[src/rtl/hazard_stall_control_pkg.sv]
// Shared pipeline definitions for the hazard/stall controller: register address width,
// divider defaults, and the divide-timer state encoding.
package hazard_stall_control_pkg;

  localparam int REG_ADDR_WIDTH     = 5;
  localparam int DIV_CYCLES_DEFAULT = 32;

  typedef enum logic {
    RUN      = 1'b0,
    DIV_BUSY = 1'b1
  } div_state_t;

  // An ID source operand depends on the EX destination.
  function automatic logic src_match(
    input logic                      read_en,
    input logic [REG_ADDR_WIDTH-1:0] src,
    input logic [REG_ADDR_WIDTH-1:0] dst
  );
    return read_en && (src == dst);
  endfunction

endpackage

[src/rtl/hazard_div_timer.sv]
// Tracks a multi-cycle divide occupying EX: holds the pipeline for DIV_CYCLES-1 cycles
// and pulses div_done in the release cycle.
module hazard_div_timer
  import hazard_stall_control_pkg::*;
#(
  parameter int DIV_CYCLES = DIV_CYCLES_DEFAULT,
  parameter int CNT_WIDTH  = 8
) (
  input  logic       clk,
  input  logic       rst,
  input  logic       div_start,
  output logic       div_busy,
  output logic       div_done,
  output div_state_t state
);

  div_state_t           next_state;
  logic [CNT_WIDTH-1:0] cnt;
  logic [CNT_WIDTH-1:0] next_cnt;

  always_ff @(posedge clk or posedge rst) begin
    if (rst) begin
      state <= RUN;
      cnt   <= '0;
    end else begin
      state <= next_state;
      cnt   <= next_cnt;
    end
  end

  // The entry cycle already stalls, so the counter covers the remaining DIV_CYCLES-2 stall cycles.
  always_comb begin
    next_state = state;
    next_cnt   = cnt;
    div_busy   = 1'b0;
    div_done   = 1'b0;
    case (state)
      RUN: begin
        if (div_start) begin
          next_state = DIV_BUSY;
          next_cnt   = CNT_WIDTH'(DIV_CYCLES - 2);
          div_busy   = 1'b1;
        end
      end
      DIV_BUSY: begin
        if (cnt != '0) begin
          next_cnt = cnt - 1'b1;
          div_busy = 1'b1;
        end else begin
          div_done   = 1'b1;
          next_state = RUN;
        end
      end
      default: next_state = RUN;
    endcase
  end

endmodule

[src/rtl/hazard_stall_control.sv]
// Pipeline stall/bubble/flush generator for load-use hazards, the multi-cycle divider
// and taken branches, plus a saturating stall-cycle counter.
module hazard_stall_control
  import hazard_stall_control_pkg::*;
#(
  parameter int DIV_CYCLES = DIV_CYCLES_DEFAULT,
  parameter int CNT_WIDTH  = 8,
  parameter int PERF_WIDTH = 32
) (
  input  logic                      clk,
  input  logic                      rst,
  input  logic [REG_ADDR_WIDTH-1:0] reg_data_1_addr_ID,
  input  logic [REG_ADDR_WIDTH-1:0] reg_data_2_addr_ID,
  input  logic                      read_1_ID,
  input  logic                      read_2_ID,
  input  logic [REG_ADDR_WIDTH-1:0] target_EX,
  input  logic                      WriteReg_EX,
  input  logic                      MemRead_EX,
  input  logic                      div_start_EX,
  input  logic                      branch_taken_ID,
  input  logic                      perf_clear,
  output logic                      stall_PC,
  output logic                      stall_IF_ID,
  output logic                      stall_ID_EX,
  output logic                      flush_IF_ID,
  output logic                      flush_ID_EX,
  output logic                      flush_EX_MEM,
  output logic                      div_busy,
  output logic                      div_done,
  output logic [PERF_WIDTH-1:0]     stall_count
);

  logic       timer_busy;
  logic       timer_done;
  div_state_t div_state;
  logic       load_use;

  hazard_div_timer #(
    .DIV_CYCLES(DIV_CYCLES),
    .CNT_WIDTH (CNT_WIDTH)
  ) u_div_timer (
    .clk      (clk),
    .rst      (rst),
    .div_start(div_start_EX),
    .div_busy (timer_busy),
    .div_done (timer_done),
    .state    (div_state)
  );

  // A bubble in EX has MemRead_EX=0, so a single bubble always clears the hazard.
  assign load_use = MemRead_EX && WriteReg_EX && (target_EX != '0) &&
                    (src_match(read_1_ID, reg_data_1_addr_ID, target_EX) ||
                     src_match(read_2_ID, reg_data_2_addr_ID, target_EX));

  // Priority: divide stall, then load-use (RUN only), then branch squash; all forced low in reset.
  always_comb begin
    stall_PC     = 1'b0;
    stall_IF_ID  = 1'b0;
    stall_ID_EX  = 1'b0;
    flush_IF_ID  = 1'b0;
    flush_ID_EX  = 1'b0;
    flush_EX_MEM = 1'b0;
    div_busy     = 1'b0;
    div_done     = 1'b0;
    if (!rst) begin
      div_done = timer_done;
      if (timer_busy) begin
        stall_PC     = 1'b1;
        stall_IF_ID  = 1'b1;
        stall_ID_EX  = 1'b1;
        flush_EX_MEM = 1'b1;
        div_busy     = 1'b1;
      end else if (load_use && (div_state == RUN)) begin
        stall_PC    = 1'b1;
        stall_IF_ID = 1'b1;
        flush_ID_EX = 1'b1;
      end else if (branch_taken_ID) begin
        flush_IF_ID = 1'b1;
      end
    end
  end

  always_ff @(posedge clk or posedge rst) begin
    if (rst) begin
      stall_count <= '0;
    end else if (perf_clear) begin
      stall_count <= '0;
    end else if (stall_PC && (stall_count != '1)) begin
      stall_count <= stall_count + 1'b1;
    end
  end

endmodule

[config.mk]
export PLATFORM = sky130hd
export DESIGN_NAME = hazard_stall_control
export DESIGN_NICKNAME = d
export VERILOG_FILES = /design/src/rtl/hazard_stall_control_pkg.sv /design/src/rtl/hazard_div_timer.sv /design/src/rtl/hazard_stall_control.sv
export SDC_FILE = /design/constraint.sdc
export NUM_CORES = 1
export LEC_CHECK = 0
export ABC_AREA = 1
export BUFFER_PORTS_ARGS = -buffer_cell sky130_fd_sc_hd__clkbuf_2
export CAP_MARGIN = 20
export CORE_UTILIZATION = 40
export CTS_CLUSTER_DIAMETER = 100
export DETAILED_ROUTE_END_ITERATION = 16
export HOLD_SLACK_MARGIN = 0.05
export PLACE_DENSITY = 0.57
export SYNTH_ARGS = -nofsm -noshare
export SYNTH_HDL_FRONTEND = slang
export SYNTH_SLANG_ARGS = --single-unit
[constraint.sdc]
create_clock -name clk -period 2.22 [get_ports clk]
set_input_delay 0.222 -clock clk [delete_from_list [all_inputs] [get_ports clk]]
set_output_delay 0.222 -clock clk [all_outputs]
set_load 0.01 [all_outputs]
==> out/qor.csv, run 1 <==
metric,value,unit
status,completed,
grt_pass1_vias,2954,
place_area,3540,um2
whs_path_depth,4,
combPwrFrac,25.8,%
ant_nets,0,
hold_path_class,in -> reg,
htree_num_levels,2,
synth_top_flop_cell,dfrtp_1,
die_w,90.7,um
setup_slack,0.159,ns
cpMostUsedCell,nand3_2,
synthMostInstantiatedCell,nand2_1,
fmax,485,MHz
vias,3235,
grt_pass1_wl,14.2,mm
yosysUniqueCellTypes,29,
ios,64,
layout-drive-gt1-share,16.5,%
p_sw,0.666,mW
drc_errors,0,
cp_data_arrival_time,1.84,ns
period_needed,2.06,ns
crit_path_start_kind,flip-flop,
n_fill_cell,840,
cp_max_fo,34,
power,2.01,mW
coreArea,7450,um2
syn_avg_cell_area,6.26,um2
path_clk_slew,0.08,ns
antenna_cells,0,
grtUsageTotal,21.3,%
synth_enable_flop_cells,0,
port_buffers,63,
seqCellArea,1030,um2
leakage,2.01,nW
hold_viol,0,
layout-area-overhead-vs-synth,16.8,%
whs,0.294,ns
synth_area_leaders,"dfrtp_1, nand2_1, nand3_1, nor2_1, inv_1",
end_kind,primary output,
dp_hpwl,6.35,mm
max_slew_margin,68.7,%
clk_latency,0.30,ns
drt_iter0_drc,159,
cts_tree,done,
synthesis.nets,530,
critical-path-top-delay-family,simple AND/OR/NAND/NOR gates,
finalNetCount,590,
critical_path.max_stage_delay,0.39,ns
netlist_instances,503,
pwr-share-clk,29.6,%
cts_buffers,5,
multi_input_area,1780,um2
cts.sinks,41,
crit_chain,"inv_2, ha_1, nand3_1, nor3_2, nand3_2, nand3_2, nand2_2, buf_8, clkbuf_2",
gp_congestion,0.880,
dieArea,8230,um2
drv_cap,0,
final_cell_area,3680,um2
tns,0,ns
die_h,90.7,um
yosys_register_bits,41,
p_sw_share,33.1,%
async_flop_share,100,%
cts-root-buf,clkbuf_8,
firstDrtPassIters,4,
yosys-top-cells-count,"nand2_1, nor2_1, inv_1, nand3_1, dfrtp_1",
start_util,42.3,%
ir_drop,0.197,mV
clock_skew,0.00397,ns
pre_cts_ws,0.266,ns
cp_slowest_cell,dfrtp_1,
drt-total-wl,8.32,mm
ys_seq_area_share,32.6,%
slew_viol_final,0,
intPower,1.34,mW
cts_buffer_depth,2,
avgViaCountPerCell,4.89,
timing.final.crit_share,92.8,%
crit_buf_inv,3,
grt_antenna_before_repair,0,
path_class,reg -> out,
rows,31,
synth.largest_area_cell,dfrtp_1,
synth_top_area_share,32.6,%
cp_num_cells,9,
yosys_warnings,0,
powerDensity,546,nW/um2
ff2ff_path_depth,10,
grt_max_degree,35,
grt-ovfl-total,0,
required,2.00,ns
worst_pin_slew,0.468,ns
p_seq_share,44.6,%
wire_per_inst,12.6,um
setup_viol,0,
netlist_area,3150,um2
what timing repair did:
item | in CTS | in global routing
buffers inserted | 0 | 1
hold buffers | 1 | 0
gates resized for setup | 2 | 4
cloned | 0 | 0
endpoints found under the setup margin | 4 | 4
endpoints found under the hold margin | 41 | 0
metal layers:
layer	GRT usage, %	up-vias	routed length, um
li1	-	1704	-
met1	30.0	1451	4180
met2	33.1	71	3680
met3	3.54	9	355
met4	6.45	0	104
met5	0	-	0
final cells by class:
cell class / instances / share of cell area (%)
multi-input cells: 377 / 48.3
flip-flops and latches: 41 / 27.9
repair buffers: 71 / 10.8
inverters: 67 / 6.84
well taps: 99 / 3.37
clock buffers: 5 / 1.87
clock inverters: 2 / 0.952
sequential cells by signal (all words and copies together), names as in the netlist:
name	count
stall_count	32
u_div_timer.cnt	8
u_div_timer.state	1
final timing paths:
path / slack, ns / start / end
min in group asynchronous: 0.55 / rst / u_div_timer.cnt[6]
min: 0.29 / div_start_EX / u_div_timer.cnt[5]
min reg2reg: 0.52 / u_div_timer.cnt[6] / u_div_timer.cnt[6]
max reg2reg: 0.37 / stall_count[1] / stall_count[30]
max: 0.16 / u_div_timer.cnt[0] / stall_IF_ID
max in group asynchronous: 1.41 / rst / stall_count[31]
placed cells by master (no fill, tap or decap), types with 3 or more instances in the layout:
cell	instances
o21ai_0	4
clkbuf_8	5
buf_4	5
xnor2_1	10
nand3_1	61
clkbuf_2	63
nor2_1	71
nor2_2	5
inv_1	61
nand2_1	166
nand4_1	31
inv_2	4
ha_1	3
dfrtp_1	41
xor2_1	11
through the flow:
step	cells	util, %
after global routing	662	49.4
after CTS	661	49.1
final	662	49.4
after detailed placement	653	47.5
after floorplan	503	-
after global placement	653	47.5
power groups by stage:
stage          clock network, mW  registers (mW)  logic, mW
2_1_floorplan                  0           0.895      0.392
3_3_place_gp                   0           0.904      0.498
3_5_place_dp                   0           0.904      0.510
4_1_cts                    0.614           0.893      0.516
5_1_grt                    0.630           0.906      0.607
6_report                   0.595           0.896      0.518
logic make-up after synthesis:
kind of cell    Yosys count  share of synthesized area [%]
simple gates            343                           47.2
buf+inv                  85                           11.4
flops                    41                           32.6
compound gates           10                           1.79
fa+ha+maj                 3                           1.19
xor+xnor                 21                           5.84
worst reg2reg max path, stage by stage, from the launching register on:
cell and delay [ns]:
dfrtp_1 0.40, ha_1 0.27, nand2_1 0.08, nor2_1 0.14, nand2_1 0.16, nor2_1 0.32, nand3_1 0.13, nand2_1 0.08
inv_1 0.03, nand4_1 0.07, nand2_1 0.06
No activity file was read; power rests on OpenSTA's default activity.
==> run 2: changes to the inputs <==
Settings changed: BUFFER_PORTS_ARGS -buffer_cell sky130_fd_sc_hd__clkbuf_2 to not set, DONT_BUFFER_PORTS set to 1, PLACE_DENSITY 0.57 to 0.5.
Clock period 2.22 ns to 2.3 ns, I/O delays scaled along.
==> run 2 against run 1 <==
  * Global-route usage rose by 0.84 points
  * Worst setup slack improved by 0.067 ns
  * Critical endpoint unchanged
  * Die area did not move
  * Highest routed layer unchanged
  * Sequential share of layout area rose by 2.5 points
==> out/qor.csv, run 2 (same netlist as run 1, synthesis figures left out) <==
metric,value,unit
status,completed,
wl_met1,4.19,mm
end_kind,primary output,
drc_errors,0,
largest_reg_flops,32,
clock_skew,0.00946,ns
final_common_cell,nand2_1,
cts_setup_buffers,0,
clk_latency,0.30,ns
powerDensity,572,nW/um2
regMostFlops,stall_count,
ir_drop,0.221,mV
ff2ff_path_depth,10,
grt_pass1_vias,2922,
cts-root-buf,clkbuf_8,
largestRegisters,"stall_count: 32 flops, u_div_timer.cnt: 8 flops, u_div_timer.state: 1 flops",
layout-drive-gt1-share,5.98,%
firstDrtPassIters,5,
multi_input_area,1770,um2
timing.final.crit_share,90.1,%
combPwrFrac,23.6,%
drt-total-wl,8.41,mm
avgViaCountPerCell,5.05,
cts.sinks,41,
die_h,90.7,um
n_fill_cell,798,
hold_path_class,in -> reg,
htree_num_levels,2,
cts_tree,done,
intPower,1.31,mW
cp_max_fo,34,
cts_buffers,5,
dp_hpwl,6.27,mm
required,2.07,ns
ant_nets,0,
grtUsageTotal,22.1,%
rr_endpoint,stall_count[26],
gp_congestion,0.904,
r2r_start,u_div_timer.cnt[0],
seqCellArea,1030,um2
coreArea,7450,um2
ios,64,
whs_path_depth,3,
period_needed,2.07,ns
fin_util,45.3,%
fmax,482,MHz
rsz0062_at_grt,yes,
cp_data_arrival_time,1.84,ns
drt_iter0_drc,128,
start_util,42.3,%
pwr-share-clk,31.8,%
port_buffers,0,
p_seq_share,44.6,%
route.met3.wl,473,um
hold_start,perf_clear,
grt_antenna_before_repair,0,
wl_met2,3.65,mm
p_sw_share,32.2,%
dieArea,8230,um2
holdPathEnd,stall_count[17],
layout-area-overhead-vs-synth,7.11,%
tns,0,ns
path_class,reg -> out,
setup_viol,0,
worst_pin_slew,0.383,ns
grt_pass1_wl,14.6,mm
crit_path_start_kind,flip-flop,
path_clk_slew,0.08,ns
final_cell_mix,"nand2_1, nor2_1, nand3_1",
p_sw,0.622,mW
drv_cap,0,
cts_buffer_depth,2,
wire_per_inst,14.0,um
routed.top_layer,met4,
die_w,90.7,um
leakage,1.74,nW
grt_max_degree,60,
slew_viol_final,0,
reg2reg_slack,0.41,ns
antenna_cells,0,
rows,31,
max_slew_margin,74.4,%
grt-ovfl-total,0,
hold_viol,0,
vias,3033,
finalNetCount,528,
==> run 2: per-stage QoR <==
step / hold WS, ns / cells / setup slack, ns / cell area, um2 / power [mW]
floorplan: 0.392 / 503 / 0.129 / 3150 / 1.24
CTS: 0.0807 / 601 / 0.131 / 3360 / 1.94
detailed placement: 0.123 / 592 / 0.368 / 3240 / 1.33
global route: 0.0908 / 601 / -0.000205 / 3370 / 2.08
finish: 0.0824 / 601 / 0.227 / 3370 / 1.93
global placement: 0.124 / 592 / 0.410 / 3240 / 1.32
==> run 2: layout make-up <==
class                      instances  area share (%)
clock buffer                       7            2.56
clock inverter                     1           0.890
inverter                          67            7.46
multi-input combinational        377            52.4
sequential                        41            30.4
tap                               99            3.67
timing repair buffer               9            2.56
==> run 2: worst max-delay path: stages (launching register included) <==
cell     delay, ns
dfrtp_1       0.37
inv_1         0.12
ha_1          0.16
nand3_1       0.08
nor3_2        0.11
nand3_1       0.19
nand3_1       0.17
nand2_2       0.11
buf_6         0.22
==> run 2: repair_timing <==
item,in CTS,in global routing
hold buffers,1,0
gates resized for setup,0,3
endpoints found under the setup margin,0,4
endpoints found under the hold margin,15,0
==> run 2: power by group through the flow <==
stage	Sequential [mW]	Clock [mW]	Combinational (mW)
floorplan	0.864	0	0.378
global placement	0.875	0	0.450
detailed placement	0.874	0	0.457
CTS	0.860	0.625	0.459
global route	0.869	0.658	0.552
finish	0.861	0.613	0.455
==> run 2: how the worst max path moves through the flow <==
stage | cells after the start | endpoint | startpoint
2_1_floorplan | 5 | stall_PC | rst
3_3_place_gp | 10 | stall_count[25] | u_div_timer.cnt[0]
3_5_place_dp | 10 | stall_count[20] | u_div_timer.cnt[0]
4_1_cts | 8 | flush_IF_ID | u_div_timer.cnt[0]
5_1_grt | 8 | flush_ID_EX | u_div_timer.cnt[0]
6_report | 8 | stall_IF_ID | u_div_timer.cnt[0]
==> run 2: metal layers <==
| layer | up-vias | GRT usage [%] |
|---|---|---|
| li1 | 1579 | - |
| met3 | 7 | 4.46 |
| met5 | - | 0 |
| met4 | 0 | 6.32 |
| met1 | 1369 | 30.8 |
| met2 | 78 | 34.5 |
